`src/rtl/btn_debounce_pulse_if.sv`:
```
// Button conditioner signal bundle: raw button in, debounced level, strobes and press count out.
interface btn_debounce_pulse_if;
  logic       btn_in;
  logic       btn_level;
  logic       press_pulse;
  logic       release_pulse;
  logic [7:0] press_count;

  modport master (
    output btn_in,
    input  btn_level,
    input  press_pulse,
    input  release_pulse,
    input  press_count
  );

  modport slave (
    input  btn_in,
    output btn_level,
    output press_pulse,
    output release_pulse,
    output press_count
  );
endinterface

```
`src/rtl/btn_debounce_pulse.sv`:
```
// Pushbutton synchroniser + stability-counter debouncer with press/release strobes and a wrapping press counter.
// Optional auto-repeat of press_pulse while held is built only when BTN_AUTO_REPEAT_EN is defined.
module btn_debounce_pulse #(
  parameter int STABLE_CYCLES = 1000000,
  parameter int SYNC_STAGES   = 2,
  parameter int REPEAT_DELAY  = 50000000,
  parameter int REPEAT_PERIOD = 10000000
) (
  input logic                 clk,
  input logic                 rst,
  btn_debounce_pulse_if.slave bus
);

  localparam int CNT_W = $clog2(STABLE_CYCLES + 1);
  localparam logic [CNT_W-1:0] CNT_ONE  = CNT_W'(1);
  localparam logic [CNT_W-1:0] CNT_LAST = CNT_W'(STABLE_CYCLES - 1);

  localparam logic [1:0] IDLE        = 2'd0;
  localparam logic [1:0] ARM_PRESS   = 2'd1;
  localparam logic [1:0] HELD        = 2'd2;
  localparam logic [1:0] ARM_RELEASE = 2'd3;

  if (STABLE_CYCLES < 2 || SYNC_STAGES < 2 || REPEAT_DELAY < 1 || REPEAT_PERIOD < 1) begin : g_bad_params
    $error("btn_debounce_pulse: parameter out of range");
  end

  logic [SYNC_STAGES-1:0] sync_p0;
  logic                   s;
  logic [1:0]             state_p1;
  logic [CNT_W-1:0]       cnt_p1;
  logic                   level_p1;
  logic                   press_p1;
  logic                   release_p1;
  logic [7:0]             count_p1;

`ifdef BTN_AUTO_REPEAT_EN
  localparam int REP_MAX = (REPEAT_DELAY > REPEAT_PERIOD) ? REPEAT_DELAY : REPEAT_PERIOD;
  localparam int REP_W   = $clog2(REP_MAX + 1);
  localparam logic [REP_W-1:0] REP_ONE    = REP_W'(1);
  localparam logic [REP_W-1:0] REP_DELAY  = REP_W'(REPEAT_DELAY);
  localparam logic [REP_W-1:0] REP_PERIOD = REP_W'(REPEAT_PERIOD);

  logic [REP_W-1:0] rep_cnt_p1;
  logic             rep_phase_p1;
  logic [REP_W-1:0] rep_target;

  // rep_cnt counts cycles since the last press strobe; phase selects delay vs period
  assign rep_target = rep_phase_p1 ? REP_PERIOD : REP_DELAY;
`endif

  // ---- stage p0: metastability synchroniser
  always_ff @(posedge clk or posedge rst) begin
    if (rst) sync_p0 <= '0;
    else     sync_p0 <= {sync_p0[SYNC_STAGES-2:0], bus.btn_in};
  end

  assign s = sync_p0[SYNC_STAGES-1];

  // ---- stage p1: debounce FSM and registered outputs
  always_ff @(posedge clk or posedge rst) begin
    if (rst) begin
      state_p1     <= IDLE;
      cnt_p1       <= '0;
      level_p1     <= 1'b0;
      press_p1     <= 1'b0;
      release_p1   <= 1'b0;
      count_p1     <= 8'd0;
`ifdef BTN_AUTO_REPEAT_EN
      rep_cnt_p1   <= '0;
      rep_phase_p1 <= 1'b0;
`endif
    end else begin
      press_p1   <= 1'b0;
      release_p1 <= 1'b0;
      case (state_p1)
        IDLE: begin
          if (s) begin
            state_p1 <= ARM_PRESS;
            cnt_p1   <= CNT_ONE;
          end
        end
        ARM_PRESS: begin
          if (!s) begin
            state_p1 <= IDLE;
            cnt_p1   <= '0;
          end else if (cnt_p1 == CNT_LAST) begin
            state_p1 <= HELD;
            cnt_p1   <= '0;
            level_p1 <= 1'b1;
            press_p1 <= 1'b1;
            count_p1 <= count_p1 + 8'd1;
`ifdef BTN_AUTO_REPEAT_EN
            rep_cnt_p1   <= REP_ONE;
            rep_phase_p1 <= 1'b0;
`endif
          end else begin
            cnt_p1 <= cnt_p1 + CNT_ONE;
          end
        end
        HELD: begin
          if (!s) begin
            state_p1 <= ARM_RELEASE;
            cnt_p1   <= CNT_ONE;
`ifdef BTN_AUTO_REPEAT_EN
            rep_cnt_p1   <= '0;
            rep_phase_p1 <= 1'b0;
          end else if (rep_cnt_p1 == rep_target) begin
            press_p1     <= 1'b1;
            count_p1     <= count_p1 + 8'd1;
            rep_cnt_p1   <= REP_ONE;
            rep_phase_p1 <= 1'b1;
          end else begin
            rep_cnt_p1 <= rep_cnt_p1 + REP_ONE;
`endif
          end
        end
        default: begin
          if (s) begin
            // release bounce rejected; auto-repeat restarts from the initial delay
            state_p1 <= HELD;
            cnt_p1   <= '0;
`ifdef BTN_AUTO_REPEAT_EN
            rep_cnt_p1   <= REP_ONE;
            rep_phase_p1 <= 1'b0;
`endif
          end else if (cnt_p1 == CNT_LAST) begin
            state_p1   <= IDLE;
            cnt_p1     <= '0;
            level_p1   <= 1'b0;
            release_p1 <= 1'b1;
          end else begin
            cnt_p1 <= cnt_p1 + CNT_ONE;
          end
        end
      endcase
    end
  end

  assign bus.btn_level     = level_p1;
  assign bus.press_pulse   = press_p1;
  assign bus.release_pulse = release_p1;
  assign bus.press_count   = count_p1;

endmodule

```
`src/flat_wrapper.sv`:
```
// flat-port wrapper written by rule: the top's interface ports become plain ports
module btn_debounce_pulse_flat 
#(
  parameter int STABLE_CYCLES = 1000000,
  parameter int SYNC_STAGES   = 2,
  parameter int REPEAT_DELAY  = 50000000,
  parameter int REPEAT_PERIOD = 10000000
)
  (clk, rst, bus_btn_in, bus_btn_level, bus_press_pulse, bus_release_pulse, bus_press_count);
  btn_debounce_pulse_if bus_i ();
  input logic clk;
  input logic rst;
  input wire logic [$bits(bus_i.btn_in)-1:0] bus_btn_in;
  output wire logic [$bits(bus_i.btn_level)-1:0] bus_btn_level;
  output wire logic [$bits(bus_i.press_pulse)-1:0] bus_press_pulse;
  output wire logic [$bits(bus_i.release_pulse)-1:0] bus_release_pulse;
  output wire logic [$bits(bus_i.press_count)-1:0] bus_press_count;
  assign bus_i.btn_in = bus_btn_in;
  assign bus_btn_level = bus_i.btn_level;
  assign bus_press_pulse = bus_i.press_pulse;
  assign bus_release_pulse = bus_i.release_pulse;
  assign bus_press_count = bus_i.press_count;
  btn_debounce_pulse #(.STABLE_CYCLES(STABLE_CYCLES), .SYNC_STAGES(SYNC_STAGES), .REPEAT_DELAY(REPEAT_DELAY), .REPEAT_PERIOD(REPEAT_PERIOD)) u_core (.clk(clk), .rst(rst), .bus(bus_i));
endmodule
```
`config.mk`:
```
export PLATFORM = sky130hd
export DESIGN_NAME = btn_debounce_pulse_flat
export DESIGN_NICKNAME = d
export VERILOG_FILES = /design/src/rtl/btn_debounce_pulse_if.sv /design/src/rtl/btn_debounce_pulse.sv /design/src/flat_wrapper.sv
export SDC_FILE = /design/constraint.sdc
export NUM_CORES = 1
export LEC_CHECK = 0
export BUFFER_PORTS_ARGS = -buffer_cell sky130_fd_sc_hd__clkbuf_2
export CORE_ASPECT_RATIO = 0.75
export CORE_MARGIN = 4
export CORE_UTILIZATION = 55
export CTS_BUF_LIST = sky130_fd_sc_hd__clkbuf_4
export DETAILED_ROUTE_END_ITERATION = 12
export PLACE_DENSITY = 0.71
export SLEW_MARGIN = 10
export SYNTH_ARGS = -nofsm -noshare
export SYNTH_HDL_FRONTEND = slang
export SYNTH_SLANG_ARGS = --single-unit
```
`constraint.sdc`:
```
create_clock -name clk -period 4.7 [get_ports clk]
set_input_delay 0.235 -clock clk [delete_from_list [all_inputs] [get_ports clk]]
set_output_delay 0.235 -clock clk [all_outputs]
set_load 0.03 [all_outputs]
```
# Yosys cells after proc, flatten, opt, wreduce, memory -nomap -nowiden
# Cells that the tools add are included.
[op_classes]
eq_ne = 8
n_reduce_logical = 8
muxes = 23
n_addsub = 2
bitwise_logic = 1
[op_table]
columns = ["operator", "count"]
rows = [
  ["2-to-1 mux 20 bit", 5],
  ["case mux 20 bit (3 select lines)", 1],
  ["adder 20 x 1 -> 20 bit, second input constant", 1],
  ["equality test 20 bit, second input constant", 1],
  ["2-to-1 mux 2 bit", 6],
  ["2-to-1 mux 1 bit", 9],
  ["adder 8 x 1 -> 8 bit, second input constant", 1],
  ["AND reduction 4 bit", 2],
  ["case mux 2 bit (3 select lines)", 1],
  ["inequality test 2 x 1 -> 1 bit, second input constant", 2],
  ["inequality test 2 bit, second input constant", 2],
  ["nonzero test 4 bit", 1],
  ["inequality test 3 bit, second input constant", 1],
  ["AND reduction 3 bit", 1],
  ["OR reduction 3 bit", 1],
  ["equality test 2 x 1 -> 1 bit, second input constant", 1],
  ["equality test 2 bit, second input constant", 1],
  ["zero test 2 bit", 1],
  ["case mux 1 bit (2 select lines)", 1],
  ["AND reduction 2 bit", 1],
  ["OR reduction 2 bit", 1],
  ["NOT 1 bit", 1],
]
[word_totals]
register_bits = 35
wordCells = 49
input_bits = 3
output_inout_bits = 11

# Depth between registers and ports, before layout
[logic_depth]
ltp_word = 4
mapped_depth = 8
depth_no_buf = 7

# Worst setup path after synthesis
# No wires, ideal clock.
[synth_timing]
path_kind = "register to register"
startpoint = "register u_core.cnt_p1[7]"
endpoint = "register u_core.cnt_p1[0]"
path_stages_with_launch = 7
n_path_buf = 1
setup_slack_ps = 2564
synth_period_minus_slack_ps = 2136
required_time_ps = 4576
t_arrival_ps = 2012
setup_ps = 124
cell_sequence = "dfrtp_1 > or4_4 > or4_4 > o21ai_2 > buf_6 > nor4_1 > a211o_1"
[synth_via]
elab_chain_len = 4
elab_cells_between_ends = 5
classes_between = "1 x eq/ne; 4 x mux"
[synth_lines]
columns = ["element", "line_no", "text"]
rows = [
  ["from (decl)", "btn_debounce_pulse.sv:30", "logic [CNT_W-1:0] cnt_p1;"],
  ["from (signal assigned)", "btn_debounce_pulse.sv:97", "cnt_p1 <= cnt_p1 + CNT_ONE;"],
  ["from (signal assigned)", "btn_debounce_pulse.sv:132", "cnt_p1 <= cnt_p1 + CNT_ONE;"],
  ["equality test 20 bit (*)", "btn_debounce_pulse.sv:86, btn_debounce_pulse.sv:126", ""],
  ["2-to-1 mux 20 bit (*)", "btn_debounce_pulse.sv:86, btn_debounce_pulse.sv:126", ""],
  ["2-to-1 mux 20 bit (on tied branches)", "btn_debounce_pulse.sv:118, btn_debounce_pulse.sv:83", ""],
  ["case mux 20 bit (3 select lines) (*)", "btn_debounce_pulse.sv:75", "case (state_p1)"],
]
# Mark *: on every way between the ends. The rest lies on a longest branch, timed or not.
# A chain may end at the register's enable or synchronous reset.

# Worst setup path after layout
[layout_timing]
startpoint = "register u_core.cnt_p1[7]"
endpoint = "register u_core.cnt_p1[6]"
# The elaborated chain is that of the path after synthesis.

==> qor.csv <==
metric;value;unit
commonest cells after routing, fill and taps aside;sky130_fd_sc_hd__dfrtp_1, sky130_fd_sc_hd__nor2_1, sky130_fd_sc_hd__clkbuf_2, sky130_fd_sc_hd__nand2_1, sky130_fd_sc_hd__nand3_1;
Worst Hold Class;reg -> reg;
static leakage;0.960;nW
fraction of synthesized cell area taken by the top area cell type;0.469;
most common cell after layout, fill and taps aside;sky130_fd_sc_hd__dfrtp_1;
Post-CTS Hold Buffers;2;
share of the clock period used by the worst path after layout;0.544;
number of different library cells in the post-synthesis netlist;41;
max capacitance violation total;0;
Layout Skew;0.0123;ns
TritonCTS clock tree;yes;
top-level port count;14;
post-layout minimum cycle time;2.56;ns
Max Clock Freq;391;MHz
wire per inst;15.5;um
Switching Share;0.398;
Longest Clk Path Bufs;2;
total negative slack;0;ns
Die W;75.3;um
startpoint type of the worst setup path;flop;
maximum level of the CTS H-tree;2;
sw power;0.307;mW
1st-iter DRT viols;78;
area of all placed cells without fillers;2040;um^2
starting density of the core;0.571;
gpl congestion;0.860;
First-pass DRT Iterations;4;
Pins Over Slew Limit;0;
critical path required time;4.94;ns
number of clock sinks seen by CTS;35;
remaining design rule violation count;0;
maximum single-stage delay on the critical path;0.57;ns
smallest hold slack;0.362;ns
sequential-to-total area share from yosys stat;0.469;
Gate Count Post-Synth;186;
Critical Path Sink Type;flop;
area of the mapped netlist;1870;um^2
clock-pin slew on the worst setup and hold paths;0.12;ns
number of nets with antenna violations after detailed routing;0;
Rows;18;
Max FO, Critical Path;13;
placed cell areas;1960;um^2
Root Buffer;sky130_fd_sc_hd__clkbuf_4;
worst setup path class;reg -> reg;
net count of the mapped netlist;195;
flip-flop and latch count after synthesis;35;
cells taking the most area after synthesis;sky130_fd_sc_hd__dfrtp_1, sky130_fd_sc_hd__xor2_1, sky130_fd_sc_hd__ha_1;
antenna violations before repair;0;
Combinational Power Share;0.345;
sequential cell fraction of total power;0.441;
worst setup slack after layout;2.14;ns
Worst-Skew Late Latency;0.35;ns
Clock Power Share;0.214;
vias post-DR;1482;
unrepaired setup endpoints after global routing;no;
area of the die;4400;um^2
overflow left after global routing;0;
total power of the final layout;0.771;mW
hold violation count in the final report;0;
DR vias/cell;6.05;
share of final-layout standard cells stronger than drive strength 1;0.141;
pin count of the biggest net entering global routing;36;
count of yosys warnings during synthesis;0;
mean area per synthesized cell;10.0;um^2
status;finished clean;
number of global-route vias before repair;1396;
proportion of register bits with asynchronous set or reset after synthesis;1.00;
Crit-path slowest cell;sky130_fd_sc_hd__or4_4;
P_int;0.464;mW
wire length of the first global-routing pass;6.57;mm
Die Y;58.4;um
DPL Wire Length;2.72;mm
number of buffers inserted by port buffering;13;
synth-to-layout area growth;9.12;%
worst slew slack as a fraction of its limit;0.540;
Resized cells post-CTS;0;
Total Nets Final;213;
Pwr Density;379;nW/um^2
worst ir drop on vdd;0.000198;V
total track usage;0.199;
core region area;3270;um^2
number of setup violations in the final report;0;
internal reg-to-reg setup slack;2.14;ns
Inserted Diodes;0;
arrival time reported for the critical path endpoint;2.80;ns
critical-path cell list;or4_4 > or4_4 > o21ai_2 > nor2_1 > a22o_1;
Worst Max-Slew Pin Slew;0.671;ns
postcts setup bufs;0;
total clock buffers created by CTS;5;
dominant cell type by area after synthesis;sky130_fd_sc_hd__dfrtp_1;
cell repeated most along the worst path;sky130_fd_sc_hd__or4_4;
Placement Setup Slack;2.18;ns
commonest register cell after synthesis;sky130_fd_sc_hd__dfrtp_1;
EDFF count, synth;0;
routed wire length;3.79;mm
## through the flow
stage	std cells	util
finish	245	0.623
global route	245	0.623
CTS	245	0.623
detailed placement	235	0.600
global placement	235	0.600
floorplan	186	-
## state kept, by name, summed over array words and instances, names as in the netlist, named ones only
register and count:
u_core.bus.press_count 8, u_core.cnt_p1 20, u_core.sync_p0 2, u_core.state_p1 1
u_core.bus.release_pulse 1, u_core.bus.press_pulse 1, u_core.bus.btn_level 1
## logic make-up after synthesis
group	share of synthesized area
xor gates and xnor gates	0.0704
adders and majority gates	0.0402
and+or+nand+nor	0.245
DFF	0.469
AOI/OAI and AO/OA	0.120
buffers and inverters	0.0262
muxes	0.0282
## Yosys cell counts (2+ instances only)
| cell type | instances |
|---|---|
| sky130_fd_sc_hd__nand4b_1 | 2 |
| sky130_fd_sc_hd__ha_1 | 6 |
| sky130_fd_sc_hd__a21oi_1 | 4 |
| sky130_fd_sc_hd__nor4_1 | 4 |
| sky130_fd_sc_hd__o21ai_1 | 4 |
| sky130_fd_sc_hd__nor3_1 | 4 |
| sky130_fd_sc_hd__nand3_1 | 10 |
| sky130_fd_sc_hd__mux2i_1 | 3 |
| sky130_fd_sc_hd__and3_1 | 9 |
| sky130_fd_sc_hd__xnor2_1 | 6 |
| sky130_fd_sc_hd__o31ai_1 | 2 |
| sky130_fd_sc_hd__mux2_2 | 2 |
| sky130_fd_sc_hd__nand2b_1 | 4 |
| sky130_fd_sc_hd__nand2_1 | 11 |
| sky130_fd_sc_hd__or4_4 | 2 |
| sky130_fd_sc_hd__xor2_1 | 9 |
| sky130_fd_sc_hd__dfrtp_1 | 35 |
| sky130_fd_sc_hd__o21ai_0 | 7 |
| sky130_fd_sc_hd__nor2_1 | 19 |
| sky130_fd_sc_hd__a22o_1 | 7 |
| sky130_fd_sc_hd__inv_1 | 5 |
| sky130_fd_sc_hd__nor2b_1 | 3 |
| sky130_fd_sc_hd__nand4_1 | 7 |
| sky130_fd_sc_hd__nor4b_1 | 2 |
| sky130_fd_sc_hd__buf_2 | 3 |
## metal layers
layer / global-route usage / wire length [um] / vias to the layer above
met5: 0 / 0 / -
met2: 0.283 / 1670 / 38
met4: 0.0948 / 73 / 0
li1: - / - / 717
met3: 0.0512 / 247 / 7
met1: 0.282 / 1790 / 720
## final cells by class
type,instances,area (um^2)
repair buffers,16,92.6
flip-flops and latches,35,876
multi-input cells,141,941
well taps,40,50.0
clock inverters,3,20.0
fillers,284,1230
inverters,5,18.8
clock buffers,5,37.5
## final timing paths
path | startpoint | to | cells after the start
worst max-delay path | u_core.cnt_p1[7] | u_core.cnt_p1[6] | 5
worst min-delay path | u_core.sync_p0[0] | u_core.sync_p0[1] | 0
worst max register to register | u_core.cnt_p1[7] | u_core.cnt_p1[6] | 5
worst min register to register | u_core.sync_p0[0] | u_core.sync_p0[1] | 0
max in group asynchronous | rst | u_core.cnt_p1[14] | 4
min in group asynchronous | rst | u_core.bus.release_pulse | 4
## critical path, delay by kind of cell (launching register included)
kind / cells / cell delay [ns]
AND/OR/NAND/NOR: 3 / 1.29
AO/OA/AOI/OAI: 2 / 0.72
flip-flops: 1 / 0.44
## power by group through the flow
stage               sequential (mW)  combinational (mW)  clock, mW
finish                        0.340               0.266      0.165
global route                  0.342               0.293      0.183
CTS                           0.340               0.262      0.169
detailed placement            0.346               0.258          0
global placement              0.343               0.245          0
floorplan                     0.339               0.214          0
(Power assumes the default switching activity.)
